[src/rtl/l2sw_pkg.sv]
// Shared L2 switch definitions: arbiter state encoding, source indices and fill byte.
package l2sw_pkg;

   localparam int unsigned DATA_W = 8;

   typedef enum logic {
      S_IDLE = 1'b0,
      S_OWN  = 1'b1
   } arb_state_t;

   localparam logic SRC_FWD  = 1'b0;
   localparam logic SRC_CTRL = 1'b1;

   localparam logic [DATA_W-1:0] STALL_FILL = 8'h00;

endpackage

[src/rtl/phy_tx_port_arbiter_if.sv]
// Two byte-stream writers plus the merged PHY-TX FIFO write port and error flags.
interface phy_tx_port_arbiter_if;

   logic                          s0_req,   s1_req;
   logic                          s0_gnt,   s1_gnt;
   logic [l2sw_pkg::DATA_W-1:0]   s0_din,   s1_din;
   logic                          s0_del,   s1_del;
   logic                          s0_wren,  s1_wren;
   logic                          s0_afull, s1_afull;
   logic [l2sw_pkg::DATA_W-1:0]   fifo_din;
   logic                          fifo_del;
   logic                          fifo_wren;
   logic                          fifo_afull;
   logic                          err_stray;
   logic                          err_stall;
   logic                          err_clr;

   // Arbiter side.
   modport master (
      input  s0_req, s1_req, s0_din, s1_din, s0_del, s1_del, s0_wren, s1_wren,
      input  fifo_afull, err_clr,
      output s0_gnt, s1_gnt, s0_afull, s1_afull,
      output fifo_din, fifo_del, fifo_wren, err_stray, err_stall
   );

   // Sources and FIFO side.
   modport slave (
      output s0_req, s1_req, s0_din, s1_din, s0_del, s1_del, s0_wren, s1_wren,
      output fifo_afull, err_clr,
      input  s0_gnt, s1_gnt, s0_afull, s1_afull,
      input  fifo_din, fifo_del, fifo_wren, err_stray, err_stall
   );

endinterface

[src/rtl/phy_tx_port_arbiter.sv]
// Frame-granular 2:1 arbiter in front of one PHY-TX FIFO, with round-robin tie
// break, stall watchdog and sticky stray/stall error flags.
module phy_tx_port_arbiter
   import l2sw_pkg::*;
#(
   parameter int unsigned STALL_LIMIT = 255
) (
   input logic                   clk,
   input logic                   arst,
   phy_tx_port_arbiter_if.master bus
);

   localparam int unsigned CNT_W = $clog2(STALL_LIMIT + 1);

   arb_state_t state, state_n;
   logic owner, owner_n;
   logic last, last_n;
   logic [CNT_W-1:0] cnt, cnt_n, cnt_inc;
   logic [1:0] gnt, gnt_n;
   logic [DATA_W-1:0] fifo_din_q, fifo_din_n;
   logic fifo_del_q, fifo_del_n;
   logic fifo_wren_q, fifo_wren_n;
   logic err_stray_q, err_stray_n;
   logic err_stall_q, err_stall_n;

   logic [1:0] req, wren, del;
   logic [1:0][DATA_W-1:0] din;
   logic win, own_wren, stray_evt, stall_evt;

   assign req  = {bus.s1_req, bus.s0_req};
   assign wren = {bus.s1_wren, bus.s0_wren};
   assign del  = {bus.s1_del, bus.s0_del};
   assign din  = {bus.s1_din, bus.s0_din};

   // Next-state, datapath mux, watchdog and error flags.
   always_comb begin
      state_n     = state;
      owner_n     = owner;
      last_n      = last;
      cnt_n       = cnt;
      gnt_n       = gnt;
      fifo_din_n  = '0;
      fifo_del_n  = 1'b0;
      fifo_wren_n = 1'b0;
      stall_evt   = 1'b0;
      cnt_inc     = cnt + CNT_W'(1);
      own_wren    = wren[owner] & gnt[owner];
      stray_evt   = |(wren & ~gnt);
      win         = (req == 2'b11) ? ((last == SRC_FWD) ? SRC_CTRL : SRC_FWD)
                                   : (req[SRC_CTRL] ? SRC_CTRL : SRC_FWD);

      case (state)
         S_IDLE: begin
            if (!bus.fifo_afull && (|req)) begin
               state_n     = S_OWN;
               owner_n     = win;
               gnt_n       = '0;
               gnt_n[win]  = 1'b1;
               cnt_n       = '0;
            end
         end
         S_OWN: begin
            if (own_wren) begin
               fifo_wren_n = 1'b1;
               fifo_din_n  = din[owner];
               fifo_del_n  = del[owner];
               cnt_n       = '0;
               if (del[owner]) begin
                  gnt_n   = '0;
                  last_n  = owner;
                  state_n = S_IDLE;
               end
            end else if (!bus.fifo_afull) begin
               // Backpressure freezes the count; only true silence advances it.
               if (cnt_inc == CNT_W'(STALL_LIMIT)) begin
                  fifo_wren_n = 1'b1;
                  fifo_din_n  = STALL_FILL;
                  fifo_del_n  = 1'b1;
                  stall_evt   = 1'b1;
                  gnt_n       = '0;
                  state_n     = S_IDLE;
               end else begin
                  cnt_n = cnt_inc;
               end
            end
         end
         default: state_n = S_IDLE;
      endcase

      err_stray_n = stray_evt | (err_stray_q & ~bus.err_clr);
      err_stall_n = stall_evt | (err_stall_q & ~bus.err_clr);
   end

   always_ff @(posedge clk or posedge arst) begin
      if (arst) begin
         state       <= S_IDLE;
         owner       <= SRC_FWD;
         last        <= SRC_CTRL;
         cnt         <= '0;
         gnt         <= '0;
         fifo_din_q  <= '0;
         fifo_del_q  <= 1'b0;
         fifo_wren_q <= 1'b0;
         err_stray_q <= 1'b0;
         err_stall_q <= 1'b0;
      end else begin
         state       <= state_n;
         owner       <= owner_n;
         last        <= last_n;
         cnt         <= cnt_n;
         gnt         <= gnt_n;
         fifo_din_q  <= fifo_din_n;
         fifo_del_q  <= fifo_del_n;
         fifo_wren_q <= fifo_wren_n;
         err_stray_q <= err_stray_n;
         err_stall_q <= err_stall_n;
      end
   end

   assign bus.s0_gnt    = gnt[0];
   assign bus.s1_gnt    = gnt[1];
   assign bus.s0_afull  = gnt[0] ? bus.fifo_afull : 1'b1;
   assign bus.s1_afull  = gnt[1] ? bus.fifo_afull : 1'b1;
   assign bus.fifo_din  = fifo_din_q;
   assign bus.fifo_del  = fifo_del_q;
   assign bus.fifo_wren = fifo_wren_q;
   assign bus.err_stray = err_stray_q;
   assign bus.err_stall = err_stall_q;

endmodule

[src/flat_wrapper.sv]
// flat-port wrapper written by rule: the top's interface ports become plain ports
module phy_tx_port_arbiter_flat import l2sw_pkg::*;
#(
   parameter int unsigned STALL_LIMIT = 255
)
  (clk, arst, bus_s0_req, bus_s1_req, bus_s0_din, bus_s1_din, bus_s0_del, bus_s1_del, bus_s0_wren, bus_s1_wren, bus_fifo_afull, bus_err_clr, bus_s0_gnt, bus_s1_gnt, bus_s0_afull, bus_s1_afull, bus_fifo_din, bus_fifo_del, bus_fifo_wren, bus_err_stray, bus_err_stall);
  phy_tx_port_arbiter_if bus_i ();
  input logic clk;
  input logic arst;
  input wire logic [$bits(bus_i.s0_req)-1:0] bus_s0_req;
  input wire logic [$bits(bus_i.s1_req)-1:0] bus_s1_req;
  input wire logic [$bits(bus_i.s0_din)-1:0] bus_s0_din;
  input wire logic [$bits(bus_i.s1_din)-1:0] bus_s1_din;
  input wire logic [$bits(bus_i.s0_del)-1:0] bus_s0_del;
  input wire logic [$bits(bus_i.s1_del)-1:0] bus_s1_del;
  input wire logic [$bits(bus_i.s0_wren)-1:0] bus_s0_wren;
  input wire logic [$bits(bus_i.s1_wren)-1:0] bus_s1_wren;
  input wire logic [$bits(bus_i.fifo_afull)-1:0] bus_fifo_afull;
  input wire logic [$bits(bus_i.err_clr)-1:0] bus_err_clr;
  output wire logic [$bits(bus_i.s0_gnt)-1:0] bus_s0_gnt;
  output wire logic [$bits(bus_i.s1_gnt)-1:0] bus_s1_gnt;
  output wire logic [$bits(bus_i.s0_afull)-1:0] bus_s0_afull;
  output wire logic [$bits(bus_i.s1_afull)-1:0] bus_s1_afull;
  output wire logic [$bits(bus_i.fifo_din)-1:0] bus_fifo_din;
  output wire logic [$bits(bus_i.fifo_del)-1:0] bus_fifo_del;
  output wire logic [$bits(bus_i.fifo_wren)-1:0] bus_fifo_wren;
  output wire logic [$bits(bus_i.err_stray)-1:0] bus_err_stray;
  output wire logic [$bits(bus_i.err_stall)-1:0] bus_err_stall;
  assign bus_i.s0_req = bus_s0_req;
  assign bus_i.s1_req = bus_s1_req;
  assign bus_i.s0_din = bus_s0_din;
  assign bus_i.s1_din = bus_s1_din;
  assign bus_i.s0_del = bus_s0_del;
  assign bus_i.s1_del = bus_s1_del;
  assign bus_i.s0_wren = bus_s0_wren;
  assign bus_i.s1_wren = bus_s1_wren;
  assign bus_i.fifo_afull = bus_fifo_afull;
  assign bus_i.err_clr = bus_err_clr;
  assign bus_s0_gnt = bus_i.s0_gnt;
  assign bus_s1_gnt = bus_i.s1_gnt;
  assign bus_s0_afull = bus_i.s0_afull;
  assign bus_s1_afull = bus_i.s1_afull;
  assign bus_fifo_din = bus_i.fifo_din;
  assign bus_fifo_del = bus_i.fifo_del;
  assign bus_fifo_wren = bus_i.fifo_wren;
  assign bus_err_stray = bus_i.err_stray;
  assign bus_err_stall = bus_i.err_stall;
  phy_tx_port_arbiter #(.STALL_LIMIT(STALL_LIMIT)) u_core (.clk(clk), .arst(arst), .bus(bus_i));
endmodule
[config.mk]
export PLATFORM = sky130hd
export DESIGN_NAME = phy_tx_port_arbiter_flat
export DESIGN_NICKNAME = d
export VERILOG_FILES = /design/src/rtl/l2sw_pkg.sv /design/src/rtl/phy_tx_port_arbiter_if.sv /design/src/rtl/phy_tx_port_arbiter.sv /design/src/flat_wrapper.sv
export SDC_FILE = /design/constraint.sdc
export NUM_CORES = 1
export LEC_CHECK = 0
export BUFFER_PORTS_ARGS = -buffer_cell sky130_fd_sc_hd__buf_2
export CELL_PAD_IN_SITES_DETAIL_PLACEMENT = 1
export CELL_PAD_IN_SITES_GLOBAL_PLACEMENT = 1
export CORE_MARGIN = 1
export CORE_UTILIZATION = 30
export CTS_CLUSTER_SIZE = 16
export DETAILED_ROUTE_END_ITERATION = 8
export PLACE_DENSITY_LB_ADDON = 0.05
export SETUP_SLACK_MARGIN = 0.3
export SYNTH_ARGS = -nofsm -noshare
export SYNTH_HDL_FRONTEND = slang
export SYNTH_SLANG_ARGS = --single-unit
[constraint.sdc]
create_clock -name clk -period 2.3 [get_ports clk]
set_input_delay 0.115 -clock clk [delete_from_list [all_inputs] [get_ports clk]]
set_output_delay 0.115 -clock clk [all_outputs]
set_load 0.03 [all_outputs]
==> impl_results.md <==
- Post-Layout Cell Count: between 200 and 250
- Post-route ant nets: 0
- Pwr dens: between 1000 and 1500 mW/mm^2
- Die W: ~67 um
- HPWL after detailed placement: 2640 um
- Crit path from: u_core.cnt[1]
- Multi-input logic area: approximately 650 sq um
- Req. time, crit path: approximately 2.5 ns
- CP Capture Type: flop
- Most frequent cells in the layout: buf_2, dfrtp_1, nor2_1
- CTS Buffer Depth: 2
- Setup violations, final: 0
- Critical Path AT: about 2.2 ns
- Ys flop type: dfrtp_1
- Core Footprint: about 0.004 sq mm
- CTS buffer count: 3
- Max-cap violation count: 0
- Min Clock Period, post-route: 2.05 ns
- DR vias/cell: 5.10
- DRC viols: 0
- Starting density of the core: 0.313
- Syn-to-layout area delta: 36.0%
- CTS root buffer: clkbuf_8
- Placed insts: 217
- Initial DRC count: 23
- Total GRT Usage: 0.178
- Final nets: around 210
- Chip height: approximately 67 um
- I/O Buffers: 41
- WL/cell: 15.3 um
- Clock sink count: 25
- Antenna cells: 0
- R2R Path End: u_core.gnt[1]
- Post-synthesis sequential area ratio: 0.500
- Pins over their slew limit: 0
- Clk_lat worst skew: between 0.2 and 0.3 ns
- Worst Clk Skew: roughly 0.0077 ns
- Hold_ws: 0.0472 ns
- Slew headroom: 0.745
- Seq. cell area: 629 sq um
- Fin Setup TNS: 0 ns
- DR vias: 1,157
- Async SR Flop Fraction: 1.00
- CTS H-tree lvls: 1
- Tcrit/Tclk final: 0.890
- Avg Inst Size Synth: 10.1 sq um
- GP Congestion: 0.825
- Hold Crit Depth: 2
- Final Hold Viols: 0
- Number of cell rows: 23
- Mapped cell area: 0.00125 sq mm
- Pwr Total: 1.87 mW
- Setup crit start kind: flop
- FF-to-FF Start: u_core.cnt[1]
- Final instance area: 0.00170 sq mm
- Worst-Margin Slew: roughly 0.38 ns
- Largest net degree at the start of global routing: 26
- Worst-path maximum fanout: 4
- Initial antenna violation count: 0
- Layout cell share with drive strength beyond 1: 0.395
- Leakage: a little over 0.8 nW
- Clock-pin slew on the worst setup and hold paths: roughly 0.090 ns
- First-pass GRT wire length: 5820 um
- TritonRoute pass-1 iters: 4
- I/O pin total: 42
- Post-DP Area: 0.00155 sq mm
- CP Class: reg -> reg
- Critical Path Sink: u_core.gnt[1]
- Most common cell after layout, fill and taps aside: buf_2
- Post-synth EDFFs: 0
- Peak VDD IR: ~0.54 mV
- Status: completed
- Cell count after synthesis: approximately 120
- Final wirelength: roughly 3500 um
- Die Area: between 0.004 and 0.005 sq mm
- Post-synth net total: 152
- Grt ovf: 0
- RSZ-0062 raised after global routing: true
- Vias in the first global route: between 1,000 and 1,500
- #FFs+latches synth: 25
- CTS tree: done
- Max Fclk: around 490 MHz
- Worst R2R Path Depth: 6
- Yosys warns: 0
- Hold WC Path Type: in -> reg
- Reg2Reg Setup Slack: about 0.25 ns
- Library cells used by synthesis: 37
- # fillers: 463
## synth_stat cells (2+ instances only)
library cell | number | area share
a31oi_1 | 2 | 0.010
nand2b_1 | 6 | 0.030
a32o_1 | 3 | 0.024
o21ai_0 | 4 | 0.016
ha_1 | 2 | 0.020
or3_1 | 2 | 0.010
nand2_1 | 9 | 0.027
a21oi_1 | 4 | 0.016
mux2i_1 | 9 | 0.072
o2bb2ai_1 | 2 | 0.014
o21bai_1 | 2 | 0.012
inv_1 | 7 | 0.021
dfrtp_1 | 24 | 0.48
o31ai_1 | 3 | 0.018
nor2_1 | 17 | 0.051
nand3_1 | 7 | 0.028
## area by class of cell
type	count	share of cell area
clock buffer	4	0.0265
inverter	7	0.0154
multi-input combinational	89	0.381
sequential	25	0.370
tap	50	0.0367
timing repair buffer	52	0.170
## how the worst min path moves through the flow
stage                             endpoint  slack (ns)        start
detailed placement  u_core.bus.fifo_din[4]        0.19         arst
floorplan             u_core.bus.err_stall        0.14         arst
CTS                   u_core.bus.err_stall        0.04  bus_err_clr
global placement    u_core.bus.fifo_din[4]        0.19         arst
finish                u_core.bus.err_stall        0.05  bus_err_clr
global route          u_core.bus.err_stall        0.04  bus_err_clr
## metrics by stage
stage	setup slack (ns)	util
2_1_floorplan	0.264	-
3_3_place_gp	0.234	0.388
3_5_place_dp	0.157	0.388
4_1_cts	0.254	0.416
6_report	0.253	0.426
5_1_grt	0.165	0.426
## state kept, by name, indices dropped and copies added, names as in the netlist
| signal | cells |
|---|---|
| u_core.cnt | 8 |
| u_core.state | 1 |
| u_core.bus.fifo_del | 1 |
| u_core.bus.err_stray | 1 |
| u_core.gnt | 2 |
| u_core.last | 1 |
| u_core.bus.fifo_din | 8 |
| u_core.owner | 1 |
| u_core.bus.fifo_wren | 1 |
| u_core.bus.err_stall | 1 |
## per-layer routing
metal / vias to the layer above / global-route usage / wire, um
li1: 552 / - / -
met1: 578 / 0.198 / 1400
met2: 23 / 0.328 / 1900
met3: 4 / 0.0428 / 102
met4: 0 / 0.0585 / 54
met5: - / 0 / 0
## critical path: stages (launching register included)
cell     delay [ns]
dfrtp_2        0.46
ha_4           0.19
xnor2_1        0.11
or3_1          0.33
a211o_1        0.27
a221o_1        0.35
a32o_1         0.21
## cells by family (layout without fill, tap and decap cells)
group / count (synthesis) / count (layout) / synth area share
simple gates: 46 / 46 / 0.175
compound gates: 29 / 29 / 0.174
flops: 25 / 25 / 0.501
mux: 10 / 10 / 0.0809
buf+inv: 10 / 63 / 0.0360
fa+ha+maj: 2 / 2 / 0.0200
xor+xnor: 2 / 2 / 0.0140
## power by group
part | switching [mW] | internal (mW)
Clock | 0.134 | 0.124
Sequential | 0.137 | 0.574
Combinational | 0.509 | 0.389
## what timing repair did
action,CTS,global route
buffers inserted,4,1
endpoints found under the hold margin,24,0
hold buffers,1,0
gates cloned,0,0
gates resized for setup,7,6
endpoints found under the setup margin,6,8
Note: power is estimated with default switching activity, not from simulation.
